## src/rtl/ant_navigator.sv

```systemverilog
// Wall-following ant controller: WAIT -> RUN -> DONE, one registered move per cycle.
// Optional pheromone marking/avoidance is compiled in with `define PHEROMONE_EN.
module ant_navigator #(
  parameter int START_DELAY = 2,
  parameter int STEP_W      = 8,
  parameter int MAX_STEPS   = 200,
  parameter int PH_WIDTH    = 2
) (
  input  logic              clk,
  input  logic              rst,
  input  logic              ant_r,
  input  logic              ant_l,
  input  logic              hit,
  input  logic              escape,
  output logic [1:0]        move,
  output logic              done,
  output logic              timeout,
  output logic [STEP_W-1:0] step_cnt
`ifdef PHEROMONE_EN
  ,
  output logic [PH_WIDTH-1:0] ph_drop,
  input  logic [PH_WIDTH-1:0] ph_detected
`endif
);

  localparam logic [1:0] ST_WAIT = 2'd0;
  localparam logic [1:0] ST_RUN  = 2'd1;
  localparam logic [1:0] ST_DONE = 2'd2;

  localparam logic [1:0] MV_HALT  = 2'b00;
  localparam logic [1:0] MV_RIGHT = 2'b01;
  localparam logic [1:0] MV_LEFT  = 2'b10;
  localparam logic [1:0] MV_FWD   = 2'b11;

  localparam logic [STEP_W-1:0] STEP_LIMIT = STEP_W'(MAX_STEPS);
  localparam logic [STEP_W-1:0] STEP_SAT   = '1;
  localparam logic [4:0]        DELAY_END  = 5'(START_DELAY);

  logic [1:0]        state_q, state_d;
  logic [3:0]        delay_q, delay_d;
  logic [1:0]        move_q, move_d;
  logic              done_q, done_d;
  logic              timeout_q, timeout_d;
  logic [STEP_W-1:0] step_q, step_d;
  logic              turned_r_q, turned_r_d;
  logic [1:0]        left_cnt_q, left_cnt_d;

  logic [PH_WIDTH-1:0] ph_det;
  logic                ph_block;
  logic                at_limit;
  logic                run_go;
  logic [1:0]          nxt_move;

`ifdef PHEROMONE_EN
  assign ph_det = ph_detected;
`else
  assign ph_det = '0;
`endif

  // A visited cell suppresses the right-turn preference.
  assign ph_block = |ph_det;
  assign at_limit = (step_q == STEP_LIMIT);
  assign run_go   = (state_q == ST_RUN) && !escape && !at_limit;

  always_comb begin
    nxt_move = MV_FWD;
    if (turned_r_q) begin
      nxt_move = hit ? MV_LEFT : MV_FWD;
    end else if (!ant_r && !ph_block) begin
      nxt_move = MV_RIGHT;
    end else if (hit) begin
      nxt_move = MV_LEFT;
    end
    // Cornered after three LEFTs: another LEFT only while the wall is still ahead.
    if (nxt_move == MV_LEFT && left_cnt_q == 2'd3 && ant_l && !hit) begin
      nxt_move = MV_FWD;
    end
  end

  always_comb begin
    state_d    = state_q;
    delay_d    = delay_q;
    move_d     = MV_HALT;
    done_d     = done_q;
    timeout_d  = timeout_q;
    step_d     = step_q;
    turned_r_d = turned_r_q;
    left_cnt_d = left_cnt_q;
    case (state_q)
      ST_WAIT: begin
        delay_d = delay_q + 4'd1;
        if ({1'b0, delay_q} + 5'd1 >= DELAY_END) begin
          state_d = ST_RUN;
        end
      end
      ST_RUN: begin
        if (escape) begin
          state_d = ST_DONE;
          done_d  = 1'b1;
        end else if (at_limit) begin
          state_d   = ST_DONE;
          done_d    = 1'b1;
          timeout_d = 1'b1;
        end else begin
          move_d     = nxt_move;
          turned_r_d = (nxt_move == MV_RIGHT);
          if (nxt_move == MV_LEFT) begin
            left_cnt_d = (left_cnt_q == 2'd3) ? 2'd3 : left_cnt_q + 2'd1;
          end else begin
            left_cnt_d = 2'd0;
          end
          step_d = (step_q == STEP_SAT) ? step_q : step_q + 1'b1;
        end
      end
      ST_DONE: begin
        state_d = ST_DONE;
      end
      default: begin
        state_d = ST_WAIT;
      end
    endcase
  end

  always_ff @(posedge clk) begin
    if (rst) begin
      state_q    <= ST_WAIT;
      delay_q    <= '0;
      move_q     <= MV_HALT;
      done_q     <= 1'b0;
      timeout_q  <= 1'b0;
      step_q     <= '0;
      turned_r_q <= 1'b0;
      left_cnt_q <= '0;
    end else begin
      state_q    <= state_d;
      delay_q    <= delay_d;
      move_q     <= move_d;
      done_q     <= done_d;
      timeout_q  <= timeout_d;
      step_q     <= step_d;
      turned_r_q <= turned_r_d;
      left_cnt_q <= left_cnt_d;
    end
  end

`ifdef PHEROMONE_EN
  logic [PH_WIDTH-1:0] ph_drop_q, ph_drop_d;

  // Mark a fresh cell whenever we advance into it unvisited.
  always_comb begin
    ph_drop_d = '0;
    if (run_go && nxt_move == MV_FWD && ph_det == '0) begin
      ph_drop_d = PH_WIDTH'(1);
    end
  end

  always_ff @(posedge clk) begin
    if (rst) begin
      ph_drop_q <= '0;
    end else begin
      ph_drop_q <= ph_drop_d;
    end
  end

  assign ph_drop = ph_drop_q;
`endif

  assign move     = move_q;
  assign done     = done_q;
  assign timeout  = timeout_q;
  assign step_cnt = step_q;

endmodule

```

## config.mk

```make
export PLATFORM = sky130hd
export DESIGN_NAME = ant_navigator
export DESIGN_NICKNAME = d
export VERILOG_FILES = /design/src/rtl/ant_navigator.sv
export SDC_FILE = /design/constraint.sdc
export NUM_CORES = 1
export LEC_CHECK = 0
export BUFFER_PORTS_ARGS = -buffer_cell sky130_fd_sc_hd__buf_2
export CELL_PAD_IN_SITES_DETAIL_PLACEMENT = 1
export CELL_PAD_IN_SITES_GLOBAL_PLACEMENT = 1
export CORE_ASPECT_RATIO = 0.7
export CORE_MARGIN = 4
export CORE_UTILIZATION = 40
export DETAILED_ROUTE_END_ITERATION = 6
export PLACE_DENSITY = 0.79
export SKIP_CTS_REPAIR_TIMING = 1
export SYNTH_ARGS = -nofsm -noshare
export SYNTH_HDL_FRONTEND = slang
export SYNTH_SLANG_ARGS = --single-unit
```

## constraint.sdc

```tcl
create_clock -name clk -period 2.01 [get_ports clk]
set_clock_uncertainty 0.05 [all_clocks]
set_input_delay 0.1005 -clock clk [delete_from_list [all_inputs] [get_ports clk]]
set_output_delay 0.1005 -clock clk [all_outputs]
set_load 0.01 [all_outputs]
```

==> flow_summary.yaml <==
sta:
  fin_ws_ps: 184
  setup_tns_ps: 0
  hold_viol: 0
  finalCriticalPeriod_ps: 1830
  grt_setup_unrepaired: "false"
  setup_viol: 0
  finalCritPeriodShare_pct: 90.8
  maxClockFrequency_mhz: 548
  slew_viol_final: 0
  worstMarginPinSlew_ps: 601
  slew-limit-headroom_pct: 59.6
power_and_ir_drop:
  p_leak_nw: 0.465
  power.density_mw_per_mm2: 900
  finalPower_w: 0.000998
  peakVddDrop_mv: 0.419
critical_path:
  rr_worst_depth: 6
  crit_fanout: 6
  arrival_ps: 2000
  path_class: "reg -> reg"
  rr_endpoint: "step_cnt[1]"
  reg2reg_slack_ps: 180
  crit_start: "step_cnt[0]"
  critPathRequiredTime_ps: 2190
  worstSetupStartpointType: "flop"
  r2r_start: "step_cnt[0]"
  crit_end: "step_cnt[1]"
  crit_path_end_kind: "flop"
floorplan:
  die_height_um: 49.4
  core_mm2: 0.00224
  die_x_um: 67.2
  initial_core_util_pct: 43.8
  rows: 14
  die-area_mm2: 0.00332
  io-pin-count: 18
cells_and_area:
  diodes: 0
  drive_gt1_share_pct: 22.8
  area_delta_synth_final_pct: 13.0
  fin_cells: 159
  nets: 141
  fin_util_pct: 49.4
  fill_cells: 298
clock_tree:
  clock_latency_ps: 310
  clock_path_buffers: 2
  clkSinkCount: 19
  h-tree-depth: 1
  root_buffer: "clkbuf_4"
  cts_buffers: 3
  cts_tree: "yes"
  clk_pin_slew_worst_paths_ps: 110
detailed_routing:
  wirelength_um: 2300
  vias: 864
  wl_per_cell_um: 14.5
  dr.pass1.iters: 4
  ant_nets: 0
  drc: 0
  drt_iter0_markers: 21
  vias_per_cell: 5.43
outcome:
  status: "completed"
synth:
  synthTopCellsByArea: "dfxtp_1, ha_1, nor2_1, mux2i_1, a21oi_1"
  avgSynthCellArea_um2: 9.00
  ys.flop_type: "dfxtp_1"
  yosysSeqAreaShare_pct: 38.8
  synth.largest_area_cell: "dfxtp_1"
  yosys.cell_types.count: 36
  synth_xor_area_share_pct: 2.68
  synth_nets: 122
  synthMuxAreaShare_pct: 4.08
  synth_top_family_by_area: "simple AND/OR/NAND/NOR gates"
  synth-simple-area-share_pct: 22.1
  ys_ff_latch: 19
  syn_area_um2: 981
  synth-adder-area-share_pct: 8.93
  synth-edff-count: 0
  syn_inst: 109
  yosys_warnings: 0
  yosysTopAreaCellShare_pct: 38.8
  synth_compound_area_share_pct: 16.5
  synthArstFlopShare_pct: 0
global_route:
  overflow: 0
  grt_pass1_vias: 902
  antenna_found_initial: 0
  grt_usage_pct: 16.1
  grt_pass1_wl_um: 4000
  grt_max_degree: 19
run:
  cap_violations: 0
place:
  io_buffers: 16
  dp_slack_ps: 215
  routabilityCongestion: 0.759
  placedCellCount: 155
  dpl.hpwl_um: 1720
worst_hold_path:
  hold_path.class: "in -> reg"
-- Yosys cell counts (all sizes together), types with 2 or more instances --
master	count
nand2	8
o31ai	2
a21oi	7
and2	3
o311ai	2
o41ai	3
inv	9
nor2	12
nand4	3
dfxtp	19
xor2	2
buf	3
mux2i	4
o21ai	7
ha	7
or3	4
and3	2
-- area by class of cell --
cell class / instances / area (um2) / area share, %
Multi-Input combinational cell: 77 / 532 / 48.0
Sequential cell: 19 / 380 / 34.3
Timing Repair Buffer: 18 / 95.1 / 8.58
Tap cell: 32 / 40.0 / 3.61
Inverter: 9 / 33.8 / 3.05
Clock buffer: 3 / 22.5 / 2.03
Clock inverter: 1 / 5.00 / 0.451
-- cells by family after synthesis --
kind of cell | Yosys count
buf+inv | 13
compound gates | 23
xor+xnor | 3
simple gates | 40
mux | 4
fa+ha+maj | 7
flops | 19
-- cell usage in the layout, fill, tap and decap left out, types with 2 or more instances in the layout --
cell      count
dfxtp_1      19
buf_2        16
nor2_1       11
inv_1         9
nand2_1       8
a21oi_1       7
ha_1          7
o21ai_0       4
or3_1         4
mux2i_1       4
nand4_1       3
o21ai_1       3
clkbuf_4      3
and3_1        2
o311ai_0      2
o41ai_1       2
xor2_1        2
and2_2        2
buf_4         2
-- registers in the layout, summed over array words and instances, names as in the netlist --
| signal | flops |
|---|---|
| done | 1 |
| timeout | 1 |
| delay_q | 4 |
| step_cnt | 8 |
| state_q | 2 |
| move | 2 |
| turned_r_q | 1 |
-- power breakdown --
group          internal [W]  total, W  switching [W]
clock network     0.0000744  0.000199       0.000124
logic              0.000144  0.000323       0.000179
registers          0.000427  0.000476      0.0000486
-- metal layers --
metal  routed length, um  global-route usage (%)
met1                1060                    18.9
met2                1110                    26.9
met3                 105                    5.99
met4                  37                    5.05
met5                   0                       0
-- how the worst min path moves through the flow --
| stage | start | end | slack, ps | cells after the start |
|---|---|---|---|---|
| after detailed placement | ant_r | move[1] | 350 | 3 |
| after CTS | ant_r | move[1] | 10 | 3 |
| after global placement | ant_r | move[1] | 350 | 3 |
| final | ant_r | move[1] | 10 | 3 |
| after global routing | ant_r | move[1] | 9 | 3 |
| after floorplan | ant_r | move[1] | 230 | 2 |
-- critical path: stages, from the launching register on --
cell      delay (ps)
dfxtp_1          430
inv_1             80
ha_1             200
nand4b_1         130
o41ai_2           90
or4b_2           670
o31ai_2           90
-- stage by stage --
| stage | cell area (um2) | hold WS, ps |
|---|---|---|
| 6_report | 1110 | 14.7 |
| 5_1_grt | 1110 | 9.05 |
| 4_1_cts | 1110 | 14.1 |
| 3_5_place_dp | 1080 | 347 |
| 3_3_place_gp | 1080 | 351 |
| 2_1_floorplan | 981 | 225 |
Power figures use the tool's default switching activity.
